[config.mk]
export PLATFORM = sky130hd
export DESIGN_NAME = uart_tx
export DESIGN_NICKNAME = d
export VERILOG_FILES = /design/src/rtl/uart_pkg.sv /design/src/rtl/uart_tx_fifo.sv /design/src/rtl/uart_tx.sv
export SDC_FILE = /design/constraint.sdc
export NUM_CORES = 1
export LEC_CHECK = 0
export ABC_AREA = 1
export CORE_MARGIN = 2
export CORE_UTILIZATION = 40
export CTS_BUF_LIST = sky130_fd_sc_hd__clkbuf_16
export DETAILED_ROUTE_END_ITERATION = 12
export MAX_ROUTING_LAYER = met4
export PLACE_DENSITY = 0.66
export SLEW_MARGIN = 20
export SYNTH_ARGS = -nofsm -noshare
export SYNTH_HDL_FRONTEND = slang
export SYNTH_SLANG_ARGS = --single-unit
export TNS_END_PERCENT = 50
[constraint.sdc]
create_clock -name clk_i -period 3.5 [get_ports clk_i]
set_input_delay 0.7 -clock clk_i [delete_from_list [all_inputs] [get_ports clk_i]]
set_output_delay 0.7 -clock clk_i [all_outputs]
set_load 0.03 [all_outputs]
[src/rtl/uart_pkg.sv]
// uart_pkg: UART types and line levels shared by the transmitter and receiver
package uart_pkg;
  localparam int DATA_W = 8;
  localparam logic START_BIT = 1'b0;
  localparam logic STOP_BIT = 1'b1;
  localparam logic IDLE_LVL = 1'b1;
  typedef enum logic [1:0] {IDLE, START, DATA, STOP} tx_state_t;
endpackage

[src/rtl/uart_tx_fifo.sv]
// uart_tx_fifo: synchronous first-word-fall-through FIFO buffering bytes for the transmitter
module uart_tx_fifo #(
  parameter int WIDTH = 8,
  parameter int DEPTH = 16
) (
  input  logic             clk_i,
  input  logic             rst_i,
  input  logic             wr,
  input  logic             rd,
  input  logic [WIDTH-1:0] din,
  output logic [WIDTH-1:0] dout,
  output logic             full,
  output logic             empty
);
  localparam int AW = $clog2(DEPTH);
  localparam int CW = AW + 1;
  logic [WIDTH-1:0] mem_q [DEPTH];
  logic [AW-1:0] wp_q, wp_d, rp_q, rp_d;
  logic [CW-1:0] cnt_q, cnt_d;
  logic we, re;
  assign full = cnt_q == CW'(DEPTH);
  assign empty = cnt_q == '0;
  assign dout = mem_q[rp_q];
  always_comb begin
    we = wr & ~full;
    re = rd & ~empty;
    wp_d = we ? wp_q + AW'(1) : wp_q;
    rp_d = re ? rp_q + AW'(1) : rp_q;
    cnt_d = cnt_q + CW'(we) - CW'(re);
  end
  always_ff @(posedge clk_i) begin
    if (we) mem_q[wp_q] <= din;
    if (rst_i) begin
      wp_q <= '0;
      rp_q <= '0;
      cnt_q <= '0;
    end else begin
      wp_q <= wp_d;
      rp_q <= rp_d;
      cnt_q <= cnt_d;
    end
  end
endmodule

[src/rtl/uart_tx.sv]
// uart_tx: FIFO-buffered 8N1 serial transmitter with back-to-back framing
module uart_tx #(
  parameter int CLKS_PER_BIT = 16,
  parameter int DEPTH = 16,
  parameter int DATA_W = 8
) (
  input  logic              clk_i,
  input  logic              rst_i,
  input  logic [DATA_W-1:0] d_i,
  input  logic              wr_i,
  output logic              full_o,
  output logic              empty_o,
  output logic              busy_o,
  output logic              ovf_o,
  output logic              Tx_o
);
  import uart_pkg::*;
  localparam int BW = $clog2(CLKS_PER_BIT);
  localparam int NW = $clog2(DATA_W);
  tx_state_t state_q, state_d;
  logic [BW-1:0] baud_q, baud_d;
  logic [NW-1:0] bit_q, bit_d;
  logic [DATA_W-1:0] shift_q, shift_d, head;
  logic tx_q, tx_d, ovf_q, ovf_d, rd, last, full, empty;
  uart_tx_fifo #(.WIDTH(DATA_W), .DEPTH(DEPTH)) u_fifo (
    .clk_i (clk_i),
    .rst_i (rst_i),
    .wr    (wr_i),
    .rd    (rd),
    .din   (d_i),
    .dout  (head),
    .full  (full),
    .empty (empty)
  );
  always_comb begin
    last = baud_q == BW'(CLKS_PER_BIT - 1);
    rd = ~empty & ((state_q == IDLE) | ((state_q == STOP) & last));
    state_d = (state_q == IDLE) ? (empty ? IDLE : START)
            : ~last ? state_q
            : (state_q == START) ? DATA
            : (state_q == DATA) ? ((bit_q == NW'(DATA_W - 1)) ? STOP : DATA)
            : empty ? IDLE : START;
    baud_d = ((state_q == IDLE) | last) ? '0 : baud_q + BW'(1);
    bit_d = (state_q == START) ? '0 : ((state_q == DATA) & last) ? bit_q + NW'(1) : bit_q;
    shift_d = rd ? head : ((state_q == DATA) & last) ? shift_q >> 1 : shift_q;
    tx_d = (state_d == START) ? START_BIT
         : (state_d == DATA) ? shift_d[0]
         : (state_d == STOP) ? STOP_BIT : IDLE_LVL;
    ovf_d = wr_i & full;
  end
  always_ff @(posedge clk_i) begin
    if (rst_i) begin
      state_q <= IDLE;
      baud_q <= '0;
      bit_q <= '0;
      shift_q <= '0;
      tx_q <= IDLE_LVL;
      ovf_q <= 1'b0;
    end else begin
      state_q <= state_d;
      baud_q <= baud_d;
      bit_q <= bit_d;
      shift_q <= shift_d;
      tx_q <= tx_d;
      ovf_q <= ovf_d;
    end
  end
  assign full_o = full;
  assign empty_o = empty;
  assign busy_o = state_q != IDLE;
  assign ovf_o = ovf_q;
  assign Tx_o = tx_q;
endmodule

## Yosys cells after proc, flatten, opt, wreduce, memory -nomap -nowiden

Memories as Yosys holds them, arrays and structs flattened. A register that Yosys moved wholly into a read port is not among the register bits.
Cells that the tools add are included.

- Output and inout port bits: 5
- Memories: 1
- Bits in registers: 32
- Bits in writable memories: 128
- Input bits: 11
- Logic and storage cells: 55

- Add/subtract/negate cells: 6
- Eq/ne operators: 8
- Mux-type cells: 14
- Reductions and logical operators: 6
- Bitwise gates (word level): 10

Memories:

| name | depth | bits a word | rd ports | clocked after Yosys merged registers in | write ports | line | source |
|---|---|---|---|---|---|---|---|
| u_fifo.mem_q | 16 | 8 | 1 | 1 | 1 | uart_tx_fifo.sv:17 | `logic [WIDTH-1:0] mem_q [DEPTH];` |

Operator list:

| operator | number |
|---|---|
| $mux 8 | 2 |
| $add 4x1->4 const B | 3 |
| $mux 2 | 4 |
| $mux 4 | 2 |
| $and 1x1->1 | 6 |
| $eq 2x2->1 const B | 3 |
| $mux 1 | 6 |
| $add 5x1->5 | 1 |
| $eq 5x5->1 const B | 1 |
| $logic_not 5->1 | 1 |
| $sub 5x1->5 | 1 |
| $eq 2x1->1 const B | 2 |
| $eq 4x4->1 const B | 1 |
| $reduce_bool 2->1 | 2 |
| $reduce_or 2->1 | 2 |
| $add 3x1->3 const B | 1 |
| $eq 3x3->1 const B | 1 |
| $logic_not 2->1 | 1 |
| $not 1->1 | 2 |
| $or 1x1->1 | 2 |

## Logic depth before layout (Yosys ltp)

- Depth in word-level cells: 9
- Gate-level depth with buffers: 16
- Mapped depth without buffers: 15

## Modules after synthesis

A second synthesis with hierarchy kept.

- Cell total of the unflattened synthesis: 770
- Area, all modules: 7385.8 µm²

By module, submodules not included:

| module | cells an instance | sequential area each (µm²) | area an instance (µm²) | instances |
|---|---|---|---|---|
| uart_tx_fifo | 650 | 4184.0 | 6434.9 | 1 |
| uart_tx | 120 | 380.4 | 950.9 | 1 |

## Least setup slack after synthesis

No wires, ideal clock.

- Kind: register to register
- Start: register state_q[0]
- End: register u_fifo.cnt_q[4]
- Period minus slack after synthesis: 2.646 ns
- Cell stages (with the launch flop): 16
- Path buffers: 1
- Arrival time: 2.522 ns
- Setup time: 0.125 ns
- Data required time: 3.375 ns
- Slack: 0.854 ns
- Cell sequence: dfxtp_1 > inv_1 > ha_1 > inv_1 > nand2_1 > nand2_2 > inv_2 > buf_6 > ha_1 > inv_1 > ha_1 > fa_1 > a21oi_1 > o21ai_0 > o21ai_0 > a21oi_1

- Word-level cells in the longest chain between the ends: 6
- Elaborated cells between the ends (all ways): 7
- Classes of those cells: add/sub (1); eq/ne (1); bitwise (4); reduce/logical (1)

RTL lines:

| item | line | source |
|---|---|---|
| start: declaration | uart_tx.sv:20 | `tx_state_t state_q, state_d;` |
| start signal: assignment | uart_tx.sv:60 | `state_q <= state_d;` |
| $eq 2x2->1 | uart_tx.sv:37 | `rd = ~empty & ((state_q == IDLE) \| ((state_q == STOP) & last));` |
| $and 1x1->1 | uart_tx.sv:37 |  |
| $or 1x1->1 * | uart_tx.sv:37 |  |
| $and 1x1->1 * | uart_tx.sv:37 |  |
| $and 1x1->1 * | uart_tx_fifo.sv:26 | `re = rd & ~empty;` |
| named net u_fifo.re | uart_tx_fifo.sv:20 | `logic we, re;` |
| $sub 5x1->5 * | uart_tx_fifo.sv:29 | `cnt_d = cnt_q + CW'(we) - CW'(re);` |
| end signal: assignment | uart_tx_fifo.sv:40 | `cnt_q <= cnt_d;` |
| end: declaration | uart_tx_fifo.sv:19 | `logic [CW-1:0] cnt_q, cnt_d;` |

Mark *: on every way through the listed nets, which the timed path passes. The rest lies on a longest branch.
A chain may end at the register's enable or synchronous reset.

## Worst setup path after layout

- Start: register state_q[0]
- End: register u_fifo.cnt_q[4]

- Word-level cells in the longest chain between the ends: 6
- Elaborated cells between the ends (all ways): 7
- Classes of those cells: add/sub (1); eq/ne (1); bitwise (4); reduce/logical (1)

RTL lines:

| item | line |
|---|---|
| $eq 2x2->1 | uart_tx.sv:37 |
| $and 1x1->1 | uart_tx.sv:37 |
| $or 1x1->1 * | uart_tx.sv:37 |
| $and 1x1->1 * | uart_tx.sv:37 |
| $and 1x1->1 * | uart_tx_fifo.sv:26 |
| $sub 5x1->5 * | uart_tx_fifo.sv:29 |

Every way passes the cells marked *; elsewhere a longest branch is shown, timed or not.

==> results.ini <==
[run_status]
status=completed

[finish]
multi_input_area_sq_um=2060
layout.nets=766
area_growth_pct=11.5
num_antenna_cells=0
fill_cells=1681
final_cells=974
drive_above_1_share_pct=5.47
register_area_sq_um=4570
fin_area_sq_um=7980

[critical_path]
rr_endpoint=u_fifo.cnt_q[4]$_SDFF_PP0_
crit_type=reg2reg
ff2ff_path_depth=14
worstPathRequired_ns=3.80
cpMaxStageDelayCell=fa_1
cp_cell_sequence=inv_1, ha_1, inv_1, nand2_1, nand2_2, inv_2, ha_1, inv_1, ha_1, fa_1, a21oi_1, o21ai_0, o21ai_0, a21oi_1
start_kind=flop
endpoint_kind=flop
worst-path-max-fanout=13
arrival_ns=3.14
reg2reg_from=state_q[0]$_SDFF_PP0_
max_stage_delay_ns=0.42
r2r_slack_ns=0.66

[hold_path]
whs_path_depth=1
hold_start=baud_q[0]$_SDFF_PP0_
holdPathEnd=baud_q[0]$_SDFF_PP0_
min_path_type=reg2reg

[route]
drt_iter0_markers=273
drc=0
wl_per_cell_microns=15.5
routed_via_density=4.85
routed_wl_microns=15100
drt.antenna.violating_nets=0
dr.pass1.iters=5
vias=4724

[yosys]
synth_ff_type=edfxtp_1
ys_ff_latch=164
synthAdderAreaFrac_pct=3.43
synth_cells=727
synthesis.nets=757
synthDistinctLibCells=27
synth_edf_count=128
synth_top_cell_by_area=edfxtp_1
avgSynthCellArea_sq_um=9.85
synth_top_family_by_area=simple AND/OR/NAND/NOR gates
synth-xor-area-share_pct=0.489
syn_area_sq_um=7160
synth_compound_area_share_pct=2.64
synthTopCellsByArea=edfxtp_1 (54%), nand2_1 (13%), dfxtp_1 (10%)
async_flop_share_pct=0
yosysSeqAreaShare_pct=63.8
ys_warn_count=0
yosys.area_share.simple_pct=22.2
yosys.area.top_type_share_pct=53.7
yosys-mux-area-fraction_pct=0

[clock_tree]
ctsHoldBuffers=0
cts.reportedPaths.clkPinSlew_ns=0.06
clock_latency_ns=0.42
cts_root_buf=clkbuf_16
cts_buffer_depth=2
cts_tree=built
postCtsSetupBuffers=0
cts_sinks=164
cts-buffers-inserted=17
h-tree-depth=4
cts_resized=0

[sta]
min_period_ns=2.84
max_slew_margin_pct=32.5
setup_viol=0
drv_slew=0
timing.hold.ws_ns=0.447
period_share_pct=81.1
hold_violations=0
max_freq_mhz=352
finalSetupTns_ns=0
rsz0062_at_grt=no
finClkSkew_ns=0.00760
tightestPinTransition_ns=1.01
final.setup.worst_slack_ns=0.661

[global_route]
busiest_layer=met2
grt_max_degree=65
use_met2_pct=27.7
overflow=0
use_met3_pct=3.86
grt_util_all_layers_pct=17.7
grt_pass1_vias=4575
grt_util_met1_pct=22.3
grt_pass1_wl_microns=24000
antenna_found_initial=0

[power_and_ir_drop]
powerDensity_nw_per_um2=726
leakage_uw=0.00329
ir_drop_mv=0.361

[floorplan]
dieWidth_microns=138
core_area_sq_um=17400
pin_count=16
dieArea_sq_um=19000
die_h_microns=138
placementRows=48
start_util_pct=41.1

[placement]
placed_area_sq_um=7440
gp_congestion=0.884
dpl_worst_slack_ns=0.685
numPortBuffers=15
dpl.cell_count=942
hpwl_microns=9620

[run]
maxCapViolations=0

-- critical path: cells and delay by family (launching register included) --
kind | cells | cell delay [ns]
fa+ha+maj | 4 | 1.18
buf+inv | 4 | 0.40
compound gates | 4 | 0.45
simple gates | 2 | 0.29
flops | 1 | 0.38
-- stage by stage --
step           util (%)  total power (uW)
6_report           45.8              5800
5_1_grt            45.8              6150
4_1_cts            45.8              5830
3_5_place_dp       42.7              4130
3_3_place_gp       42.7              4120
2_1_floorplan         -              3710
-- cell type report --
cell class	instances	share of cell area (%)
Sequential cell	164	57.2
Multi-Input combinational cell	440	25.8
Clock buffer	17	5.33
Inverter	94	4.42
Tap cell	225	3.53
Timing Repair Buffer	19	2.26
Clock inverter	15	1.47
-- kinds of logic (layout without fill, tap and decap cells) --
group / Yosys count / count (layout)
fa+ha+maj: 19 / 19
compound gates: 37 / 37
flops: 164 / 164
buf+inv: 123 / 145
xor+xnor: 4 / 4
simple gates: 380 / 380
-- where the power goes --
group          switching, uW  internal, uW  total, uW
Clock                    737           968       1700
Combinational           1220           539       1760
Sequential              79.8          2250       2330
Total                   2040          3760       5800
-- cell usage in the layout (no fill, tap or decap), types with 2 or more instances in the layout --
cell and count:
clkinvlp_4 2, nand3_2 2, o21ai_0 9, nor2_1 31, clkinv_4 3, inv_6 2, dfxtp_1 35, buf_4 4
nand3_1 98, edfxtp_1 128, xor2_1 2, a21oi_1 26, clkinv_2 2, xnor2_1 2, clkbuf_16 17, clkinv_1 3
nand4_1 3, ha_1 18, inv_1 92, clkdlybuf4s50_1 15, nand2_1 242, inv_2 4
-- synthesized netlist by cell type, types with 6 or more instances --
master and number:
a21oi_1 26, buf_2 14, edfxtp_1 128, ha_1 18, nand2_1 242, inv_1 89
nor2_1 31, nand3_1 98, o21ai_0 9, dfxtp_1 36, buf_4 6
-- sequential cells by signal, indices dropped and copies added, names as in the netlist, named ones only --
register and cells:
Tx_o 1, baud_q 4, bit_q 3, ovf_o 1, shift_q 8, state_q 2
u_fifo.cnt_q 5, u_fifo.mem_q 128, u_fifo.rp_q 4, u_fifo.wp_q 4
-- routing by layer --
metal / vias up / share of wire (%)
met1: 2184 / 45
met4: 0 / 2.6
met2: 121 / 48
met5: - / 0
li1: 2393 / -
met3: 26 / 4.3
-- how the worst max path moves through the flow --
stage                                startpoint                         end  slack (ns)
after floorplan           state_q[0]$_SDFF_PP0_  u_fifo.cnt_q[4]$_SDFF_PP0_        0.85
after global placement     baud_q[0]$_SDFF_PP0_  u_fifo.cnt_q[4]$_SDFF_PP0_        0.75
after detailed placement  state_q[0]$_SDFF_PP0_  u_fifo.cnt_q[4]$_SDFF_PP0_        0.69
after CTS                 state_q[0]$_SDFF_PP0_  u_fifo.cnt_q[4]$_SDFF_PP0_        0.68
after global routing       baud_q[0]$_SDFF_PP0_  u_fifo.cnt_q[4]$_SDFF_PP0_        0.48
final                     state_q[0]$_SDFF_PP0_  u_fifo.cnt_q[4]$_SDFF_PP0_        0.66
No activity file was read; power rests on OpenSTA's default activity.
